--- src/rtl/trig_pkg.sv ---
// Shared trigger-protocol definitions: mode byte codes, frame header, report FSM states.
// Frame length depends on TRIG_REPORT_CHECKSUM_EN (5 bytes with checksum, 4 without).
package trig_pkg;

    localparam logic [7:0] HEADER    = 8'hA5;
    localparam logic [7:0] MODE_RISE = 8'd1;
    localparam logic [7:0] MODE_FALL = 8'd2;
    localparam logic [7:0] MODE_BOTH = 8'd3;
    localparam logic [7:0] MODE_NONE = 8'd4;

`ifdef TRIG_REPORT_CHECKSUM_EN
    localparam int unsigned FRAME_LEN = 5;
`else
    localparam int unsigned FRAME_LEN = 4;
`endif
    localparam logic [2:0] LAST_IDX = 3'(FRAME_LEN - 1);

    typedef enum logic [2:0] {
        ST_IDLE  = 3'd0,
        ST_SEND  = 3'd1,
        ST_ACK   = 3'd2,
        ST_DRAIN = 3'd3,
        ST_DONE  = 3'd4
    } trig_state_t;

endpackage

--- src/rtl/trig_mode_enc.sv ---
// Maps the two edge-enable bits onto the protocol mode byte shared with the receiver.
module trig_mode_enc
    import trig_pkg::*;
(
    input  logic       en_rise,
    input  logic       en_fall,
    output logic [7:0] mode
);

    always_comb begin
        mode = MODE_NONE;
        case ({en_rise, en_fall})
            2'b10:   mode = MODE_RISE;
            2'b01:   mode = MODE_FALL;
            2'b11:   mode = MODE_BOTH;
            default: mode = MODE_NONE;
        endcase
    end

endmodule

--- src/rtl/trig_report.sv ---
// Snapshots trigger settings on activate and streams them as a framed byte sequence to the UART TX.
// Optional trailing XOR checksum byte when TRIG_REPORT_CHECKSUM_EN is defined.
module trig_report
    import trig_pkg::*;
#(
    parameter logic [7:0] HEADER_VAL = HEADER
) (
    input  logic        clk,
    input  logic        rst,
    input  logic        activate,
    output logic        done,
    input  logic        en_rise,
    input  logic        en_fall,
    input  logic [7:0]  lower_bound,
    input  logic [7:0]  upper_bound,
    output logic [7:0]  tx_data,
    output logic        tx_start,
    input  logic        tx_busy,
    output trig_state_t dbg_state
);

    // Handshake: tx_start is a one-cycle strobe issued only when tx_busy is low; the byte
    // is considered accepted once tx_busy has been seen high and then low again.
    trig_state_t state_q, state_d;
    logic [2:0]  idx_q, idx_d;
    logic        rise_q, rise_d;
    logic        fall_q, fall_d;
    logic [7:0]  lo_q, lo_d;
    logic [7:0]  hi_q, hi_d;
    logic [7:0]  tx_data_q, tx_data_d;
    logic        tx_start_q, tx_start_d;
    logic [7:0]  mode_byte;
    logic [7:0]  cur_byte;

    trig_mode_enc u_mode_enc (
        .en_rise (rise_q),
        .en_fall (fall_q),
        .mode    (mode_byte)
    );

`ifdef TRIG_REPORT_CHECKSUM_EN
    logic [7:0] csum;
    assign csum = HEADER_VAL ^ mode_byte ^ lo_q ^ hi_q;
`endif

    always_comb begin
        cur_byte = 8'h00;
        case (idx_q)
            3'd0:    cur_byte = HEADER_VAL;
            3'd1:    cur_byte = mode_byte;
            3'd2:    cur_byte = lo_q;
            3'd3:    cur_byte = hi_q;
`ifdef TRIG_REPORT_CHECKSUM_EN
            3'd4:    cur_byte = csum;
`endif
            default: cur_byte = 8'h00;
        endcase
    end

    always_comb begin
        state_d    = state_q;
        idx_d      = idx_q;
        rise_d     = rise_q;
        fall_d     = fall_q;
        lo_d       = lo_q;
        hi_d       = hi_q;
        tx_data_d  = tx_data_q;
        tx_start_d = 1'b0;
        case (state_q)
            ST_IDLE: begin
                if (activate) begin
                    rise_d  = en_rise;
                    fall_d  = en_fall;
                    lo_d    = lower_bound;
                    hi_d    = upper_bound;
                    idx_d   = 3'd0;
                    state_d = ST_SEND;
                end
            end
            ST_SEND: begin
                if (!tx_busy) begin
                    tx_data_d  = cur_byte;
                    tx_start_d = 1'b1;
                    state_d    = ST_ACK;
                end
            end
            ST_ACK: begin
                if (tx_busy) state_d = ST_DRAIN;
            end
            ST_DRAIN: begin
                if (!tx_busy) begin
                    if (idx_q == LAST_IDX) begin
                        state_d = ST_DONE;
                    end else begin
                        idx_d   = idx_q + 3'd1;
                        state_d = ST_SEND;
                    end
                end
            end
            ST_DONE: begin
                if (!activate) state_d = ST_IDLE;
            end
            default: state_d = ST_IDLE;
        endcase
    end

    always_ff @(posedge clk or negedge rst) begin
        if (!rst) begin
            state_q    <= ST_IDLE;
            idx_q      <= 3'd0;
            rise_q     <= 1'b0;
            fall_q     <= 1'b0;
            lo_q       <= 8'h00;
            hi_q       <= 8'h00;
            tx_data_q  <= 8'h00;
            tx_start_q <= 1'b0;
        end else begin
            state_q    <= state_d;
            idx_q      <= idx_d;
            rise_q     <= rise_d;
            fall_q     <= fall_d;
            lo_q       <= lo_d;
            hi_q       <= hi_d;
            tx_data_q  <= tx_data_d;
            tx_start_q <= tx_start_d;
        end
    end

    assign done      = (state_q == ST_DONE);
    assign tx_data   = tx_data_q;
    assign tx_start  = tx_start_q;
    assign dbg_state = state_q;

endmodule
--- config.mk ---
export PLATFORM = sky130hd
export DESIGN_NAME = trig_report
export DESIGN_NICKNAME = d
export VERILOG_FILES = /design/src/rtl/trig_pkg.sv /design/src/rtl/trig_mode_enc.sv /design/src/rtl/trig_report.sv
export SDC_FILE = /design/constraint.sdc
export NUM_CORES = 1
export LEC_CHECK = 0
export ABC_AREA = 1
export BUFFER_PORTS_ARGS = -buffer_cell sky130_fd_sc_hd__buf_4
export CAP_MARGIN = 20
export CORE_UTILIZATION = 45
export CTS_CLUSTER_DIAMETER = 40
export CTS_CLUSTER_SIZE = 16
export DETAILED_ROUTE_END_ITERATION = 8
export PLACE_DENSITY = 0.74
export SYNTH_ARGS = -nofsm -noshare
export SYNTH_HDL_FRONTEND = slang
export SYNTH_SLANG_ARGS = --single-unit
--- constraint.sdc ---
create_clock -name clk -period 1.66 [get_ports clk]
set_input_delay 0 -clock clk [delete_from_list [all_inputs] [get_ports clk]]
set_output_delay 0 -clock clk [all_outputs]
set_load 0.1 [all_outputs]
==> results of run 1 <==
power by group through the flow:
stage | sequential [uW] | combinational [uW] | clock, uW
3_3_place_gp | 1400 | 1950 | 0
2_1_floorplan | 2090 | 867 | 0
4_1_cts | 1400 | 2020 | 775
3_5_place_dp | 1410 | 1980 | 0
6_report | 1410 | 2010 | 766
5_1_grt | 1450 | 2210 | 828
metal layers:
layer	vias up	wire [um]
li1	778	-
met1	650	1640
met2	36	1600
met3	11	120
met4	0	115
met5	-	0
cells by family (layout without fill, tap and decap cells):
kind of cell               Yosys count  in the layout  share of synthesized area [%]
and+or+nand+nor                    111            111                           28.8
adders and majority gates            6              6                           4.48
buffers and inverters               40             98                           9.41
AOI/OAI and AO/OA                   26             26                           7.99
DFF                                 33             33                           49.3
registers in the layout, indices dropped and copies added, names as in the netlist:
| signal | cells |
|---|---|
| dbg_state | 3 |
| fall_q | 1 |
| hi_q | 8 |
| idx_q | 3 |
| lo_q | 8 |
| rise_q | 1 |
| tx_data | 8 |
| tx_start | 1 |
final timing paths:
check	startpoint	end	slack [ns]	cells after the start
max in group asynchronous	rst	dbg_state[1]$_DFFE_PN0P_	1.16	2
setup reg to reg	idx_q[0]$_DFFE_PN0P_	tx_data[3]$_DFFE_PN0P_	0.14	8
hold / removal	activate	dbg_state[2]$_DFFE_PN0P_	0.008	3
min in group asynchronous	rst	idx_q[2]$_DFFE_PN0P_	0.19	2
setup / recovery	idx_q[0]$_DFFE_PN0P_	tx_data[3]$_DFFE_PN0P_	0.14	8
hold reg to reg	tx_data[5]$_DFFE_PN0P_	tx_data[5]$_DFFE_PN0P_	0.48	2
cells in the final DEF, fill, tap and decap left out, drive strengths merged:
cell type and instances:
a21oi 5, buf 35, bufinv 1, clkbuf 7
dfrtp 33, dlygate4sd3 19, ha 6, inv 36
nand2 76, nand3 18, nand4 1, nor2 15
nor3 1, o21ai 21
worst reg2reg max path, delay by kind of cell, from the launching register on:
kind,cells,cell delay [ns]
simple gates,5,0.40
flops,1,0.43
fa+ha+maj,2,0.50
buf+inv,1,0.09
area by class of cell:
class	instances	area [um2]
fill	299	1150
sequential	33	830
timing repair buffer	54	453
clock inverter	1	30.0
multi-input combinational	143	703
tap	46	57.6
clock buffer	7	86.3
inverter	36	135
Yosys cell counts (all sizes together):
cell type	count
a21oi	5
buf	4
dfrtp	33
ha	6
inv	36
nand2	76
nand3	18
nand4	1
nor2	15
nor3	1
o21ai	21
metrics by stage:
stage               instances  hold WS [ns]
floorplan                 216        -0.296
global placement          293       -0.0374
detailed placement        293       -0.0392
CTS                       320       0.00935
global route              320        0.0183
finish                    320       0.00757
==> results.ini, run 1 <==
[worst_hold_path]
min_path_type=in2reg

[power]
peakVddDrop_mv=0.702
seq_power_share_pct=33.6
power_frac_clock_pct=18.3
power_uw=4190
p_comb_share_pct=48.1
intPower_uw=2170
p_per_area_nw_per_um2=1820
power.switching_uw=2010
switching_share_pct=48.1
leakagePower_uw=0.00124

[sta]
timing.fmax_mhz=658
worst_slew_pin_slew_ns=0.405
finalSetupViolCount=0
period_minus_slack_ns=1.52
hold_violations=0
fin_setup_tns_ns=0
final_max_slew_viol_count=0
period_share_pct=91.5
rsz0062_at_grt=no
finClkSkew_ns=0.00524
maxSlewHeadroom_pct=73.0
setup_ws_ns=0.141

[floorplanning]
chipWidth_um=63.0
dieArea_um2=3970
ioPinCount=35
fp.dieH_um=63.0
initial_core_util_pct=48.7
rows=21
coreArea_um2=3440

[synthesis]
avgSynthCellArea_um2=7.76
synth_area_leaders=dfrtp_1 (49%), nand2_1 (17%), inv_1 (7.4%), o21ai_0 (5.4%), ha_1 (4.5%)
ys_seq_elements=33
synth-seq-area-share_pct=49.3
ys_types=19
synth_area_um2=1680
synthCells=216
synth_top_area_share_pct=49.3
yosysWarnings=0
synth_top_cell_by_area=dfrtp_1
syn_nets=244

[routing]
drtIter0Drc=84
drtPass1Iterations=4
drtAntennaViolNets=0
routed_wl_um=3480
drt-vias-per-instance=4.61
via_count=1475
drc_errors=0
wl_per_cell_um=10.9

[global_routing]
grt_pass1_wl_um=5840
grt_remaining_overflow=0
track_usage_pct=19.7
grt-busiest-layer=met2
grt_pass1_vias=1327
grt_use_met3_pct=3.47
grt_antenna_before_repair=0
grt_max_degree=37
grt_use_met2_pct=31.0
use_met1_pct=24.3

[layout]
insertedDiodeCount=0
areaGrowthSynthToFinish_pct=37.0
drive_above_1_share_pct=20.4
nNetsFinal=301
final_util_pct=66.7
finalInstanceArea_um2=2290

[worst_setup_path]
start_kind=register
crit_family=adder cells
critPathMaxStageDelay_ns=0.43
crit_top_cell=nand2_1
critPathBufInv=1
critical_path_arrival_ns=1.70
crit_chain=ha_1 -> ha_1 -> inv_1 -> nand2_1 -> nor2_1 -> nor2_4 -> nand2_1 -> nand2_1
crit_type=reg2reg
cp_max_fo=5
cp-end-kind=register
slowest_stage=dfrtp_1
cp.required_ns=1.84

[clock_network]
numCtsBuffers=5
cts_tree=done
cts-hold-fix-buffers=19
path_clk_slew_ns=0.07
post_cts_resized=0
cts-root-buf=clkbuf_8
htree_levels=2
clock_sinks=33
cts_buffer_depth=2
postCtsSetupBuffers=0
clk_latency_ns=0.28

[placed_design]
place_ws_ns=0.146
dpl-instance-area_um2=1990
gp_congestion=0.820
portBuffers=34
hpwl_um=2390

[outcome]
status=completed

[job]
max-cap-violations=0

Power figures use the tool's default switching activity.
==> inputs of run 2 (changes only) <==
- ABC_AREA: 1 -> 0
- CTS_CLUSTER_SIZE: 16 -> 25
- SYNTH_HIERARCHICAL: unset -> 1
==> results.ini, run 2 <==
[synthesis]
ys_async_sr_fraction_pct=100  ; unchanged
avgSynthCellArea_um2=12.6  ; was 7.76 um2
synth-seq-area-share_pct=53.1  ; was 49.3%
synth_edf_count=0  ; unchanged
synth_ff_type=dfrtp_1  ; unchanged
synth_area_um2=1560  ; was 1680 um2
ys_types=31  ; was 19
synth_area_leaders=dfrtp_1 (53%), mux2_2 (13%), ha_1 (4.0%), a222oi_1 (2.6%), buf_4 (2.4%)  ; was dfrtp_1 (49%), nand2_1 (17%), inv_1 (7.4%), o21ai_0 (5.4%), ha_1 (4.5%)
ys_seq_elements=33  ; unchanged
synth_top_area_share_pct=53.1  ; was 49.3%
yosys.cell_count.top_type=dfrtp_1  ; was nand2_1
synth_top_cell_by_area=dfrtp_1  ; unchanged
synthCells=124  ; was 216
yosysWarnings=6  ; was 0
synthTopCellsByCount=dfrtp_1 (33), mux2_2 (18), nand2_1 (9)  ; was nand2_1 (76), dfrtp_1 (33), inv_1 (33)

[routing]
drtAntennaViolNets=0  ; unchanged
drtPass1Iterations=5  ; was 4
wl_per_cell_um=14.1  ; was 10.9 um
drc_errors=0  ; unchanged
drtIter0Drc=61  ; was 84
via_count=1169  ; was 1,475
drt-vias-per-instance=5.04  ; was 4.61
routed_wl_um=3280  ; was 3480 um

[clock_network]
cts_tree=done  ; unchanged
clk_latency_ns=0.34  ; was 0.28 ns
cts-root-buf=clkbuf_4  ; was clkbuf_8
path_clk_slew_ns=0.10  ; was 0.07 ns
htree_levels=2  ; unchanged
numCtsBuffers=5  ; unchanged
cts_buffer_depth=2  ; unchanged
clock_sinks=33  ; unchanged

[layout]
layout_commonest_cell=buf_4  ; was nand2_1
insertedDiodeCount=0  ; unchanged
fillCellCount=243  ; was 299
areaGrowthSynthToFinish_pct=40.0  ; was 37.0%
drive_above_1_share_pct=44.1  ; was 20.4%
final_cell_mix=buf_4 (44), dfrtp_1 (30), dlygate4sd3_1 (20), mux2_2 (18), nand2_1 (9)  ; was nand2_1 (76), buf_4 (35), inv_1 (33), dfrtp_1 (30), dlygate4sd3_1 (19)
nNetsFinal=214  ; was 301

[power]
p_per_area_nw_per_um2=1970  ; was 1820 nW/um2
peakVddDrop_mv=0.786  ; was 0.702 mV
leakagePower_uw=0.00101  ; was 0.00124 uW

[worst_setup_path]
critPathMaxStageDelay_ns=0.48  ; was 0.43 ns
critPathBufInv=1  ; unchanged
crit_chain=or3b_4 -> nor2_8 -> buf_12 -> mux2_2  ; was ha_1 -> ha_1 -> inv_1 -> nand2_1 -> nor2_1 -> nor2_4 -> nand2_1 -> nand2_1
critical_path_arrival_ns=1.89  ; was 1.70 ns
cp_max_fo=14  ; was 5
crit_family=simple AND/OR/NAND/NOR gates  ; was adder cells
ff2ff_setup_slack_ns=-0.0001  ; was 0.14 ns
slowest_stage=dfrtp_4  ; was dfrtp_1
crit_type=reg2reg  ; unchanged
cp.required_ns=1.89  ; was 1.84 ns
cp-end-kind=register  ; unchanged
start_kind=register  ; unchanged
r2r_cells=4  ; was 8
crit_cells=4  ; was 8

[global_routing]
grt_remaining_overflow=0  ; unchanged
grt_pass1_vias=1186  ; was 1,327
grt_use_met2_pct=35.3  ; was 31.0%
grt_use_met3_pct=6.82  ; was 3.47%
track_usage_pct=21.5  ; was 19.7%
grt_max_degree=34  ; was 37
use_met1_pct=26.0  ; was 24.3%
grt_pass1_wl_um=5530  ; was 5840 um
grt-busiest-layer=met2  ; unchanged
grt_antenna_before_repair=0  ; unchanged

[sta]
final_max_slew_viol_count=0  ; unchanged
setup_ws_ns=-0.0000968  ; was 0.141 ns
hold_violations=0  ; unchanged
rsz0062_at_grt=yes  ; was no
period_share_pct=100  ; was 91.5%
fin_setup_tns_ns=-0.0000968  ; was 0 ns
whs_ns=0.126  ; was 0.00757 ns
finClkSkew_ns=0.00642  ; was 0.00524 ns
timing.fmax_mhz=602  ; was 658 MHz
period_minus_slack_ns=1.66  ; was 1.52 ns
finalSetupViolCount=1  ; was 0

[placed_design]
portBuffers=34  ; unchanged
gp_congestion=0.717  ; was 0.820
hpwl_um=2200  ; was 2390 um

[floorplanning]
ioPinCount=35  ; unchanged
dieArea_um2=3700  ; was 3970 um2
fp.dieH_um=60.8  ; was 63.0 um
coreArea_um2=3180  ; was 3440 um2
rows=20  ; was 21
chipWidth_um=60.8  ; was 63.0 um
initial_core_util_pct=49.0  ; was 48.7%

[job]
max-cap-violations=0  ; unchanged

[outcome]
violations=negative setup slack
status=finished with violations  ; was completed

[worst_hold_path]
min_path_type=in2async  ; was in2reg

run 2: cell count changes in the layout (fill, tap and decap cells not counted), moves of 5 or more:
cell / before / now
buf_4: 35 / 44
o21ai_0: 18 / 1
nand2_1: 76 / 9
nor2_1: 12 / 2
clkbuf_8: 6 / 0
mux2_2: 0 / 18
inv_1: 33 / 5
nand3_1: 15 / 1
conb_1: 0 / 5
clkbuf_4: 0 / 5
run 2: final timing paths:
kind	startpoint	end
setup / recovery	dbg_state[0]$_DFFE_PN0P_	lo_q[2]$_DFFE_PN0P_
hold / removal	rst	tx_data[6]$_DFFE_PN0P_
setup reg to reg	dbg_state[0]$_DFFE_PN0P_	lo_q[2]$_DFFE_PN0P_
hold reg to reg	tx_data[6]$_DFFE_PN0P_	tx_data[6]$_DFFE_PN0P_
max in group asynchronous	rst	dbg_state[2]$_DFFE_PN0P_
min in group clk	activate	dbg_state[2]$_DFFE_PN0P_
run 2: where the power goes:
part           internal, uW  switching, uW  leakage, uW
clock network           161            262    0.0000320
logic                   876           1570     0.000578
registers              1200            221     0.000402
total                  2240           2050      0.00101
run 2: what timing repair did:
item / in CTS / in global routing
hold endpoints to repair: 52 / 0
buffers inserted: 2 / 0
pin swaps: 1 / 0
hold buffers: 20 / 0
resized for setup: 1 / 2
setup endpoints to repair: 21 / 21
run 2: stage by stage:
stage / setup WS (ns) / cells / power, uW / util (%) / area (um2)
after floorplan: -0.207 / 128 / 3210 / - / 1590
after global placement: 0.00588 / 202 / 3700 / 59.2 / 1880
after detailed placement: -0.0175 / 202 / 3770 / 59.2 / 1880
after CTS: 0.0161 / 232 / 4280 / 68.1 / 2160
after global routing: -0.0355 / 232 / 4560 / 68.6 / 2180
final: -0.0000968 / 232 / 4290 / 68.6 / 2180
run 2: logic make-up after synthesis:
logic type	synth area share, %
and+or+nand+nor	9.16
buffers and inverters	6.99
other	0.241
AOI/OAI and AO/OA	11.7
DFF	53.1
adders and majority gates	4.02
muxes	14.3
xor gates and xnor gates	0.563
run 2: final cells by class:
class	count	area, um2	share of cell area [%]
Inverter	5	18.8	0.861
Sequential cell	33	837	38.4
Multi-Input combinational cell	77	667	30.6
Clock inverter	2	10.0	0.459
Tap cell	44	55.1	2.53
Clock buffer	6	41.3	1.89
Timing Repair Buffer	65	551	25.3
run 2: per-layer routing:
metal  share of wire, %  routed length (um)  vias to the layer above
li1                   -                   -                      559
met1                 41                1360                      566
met2                 52                1700                       36
met3                5.1                 166                        8
met4                1.8                  59                        0
met5                  0                   0                        -
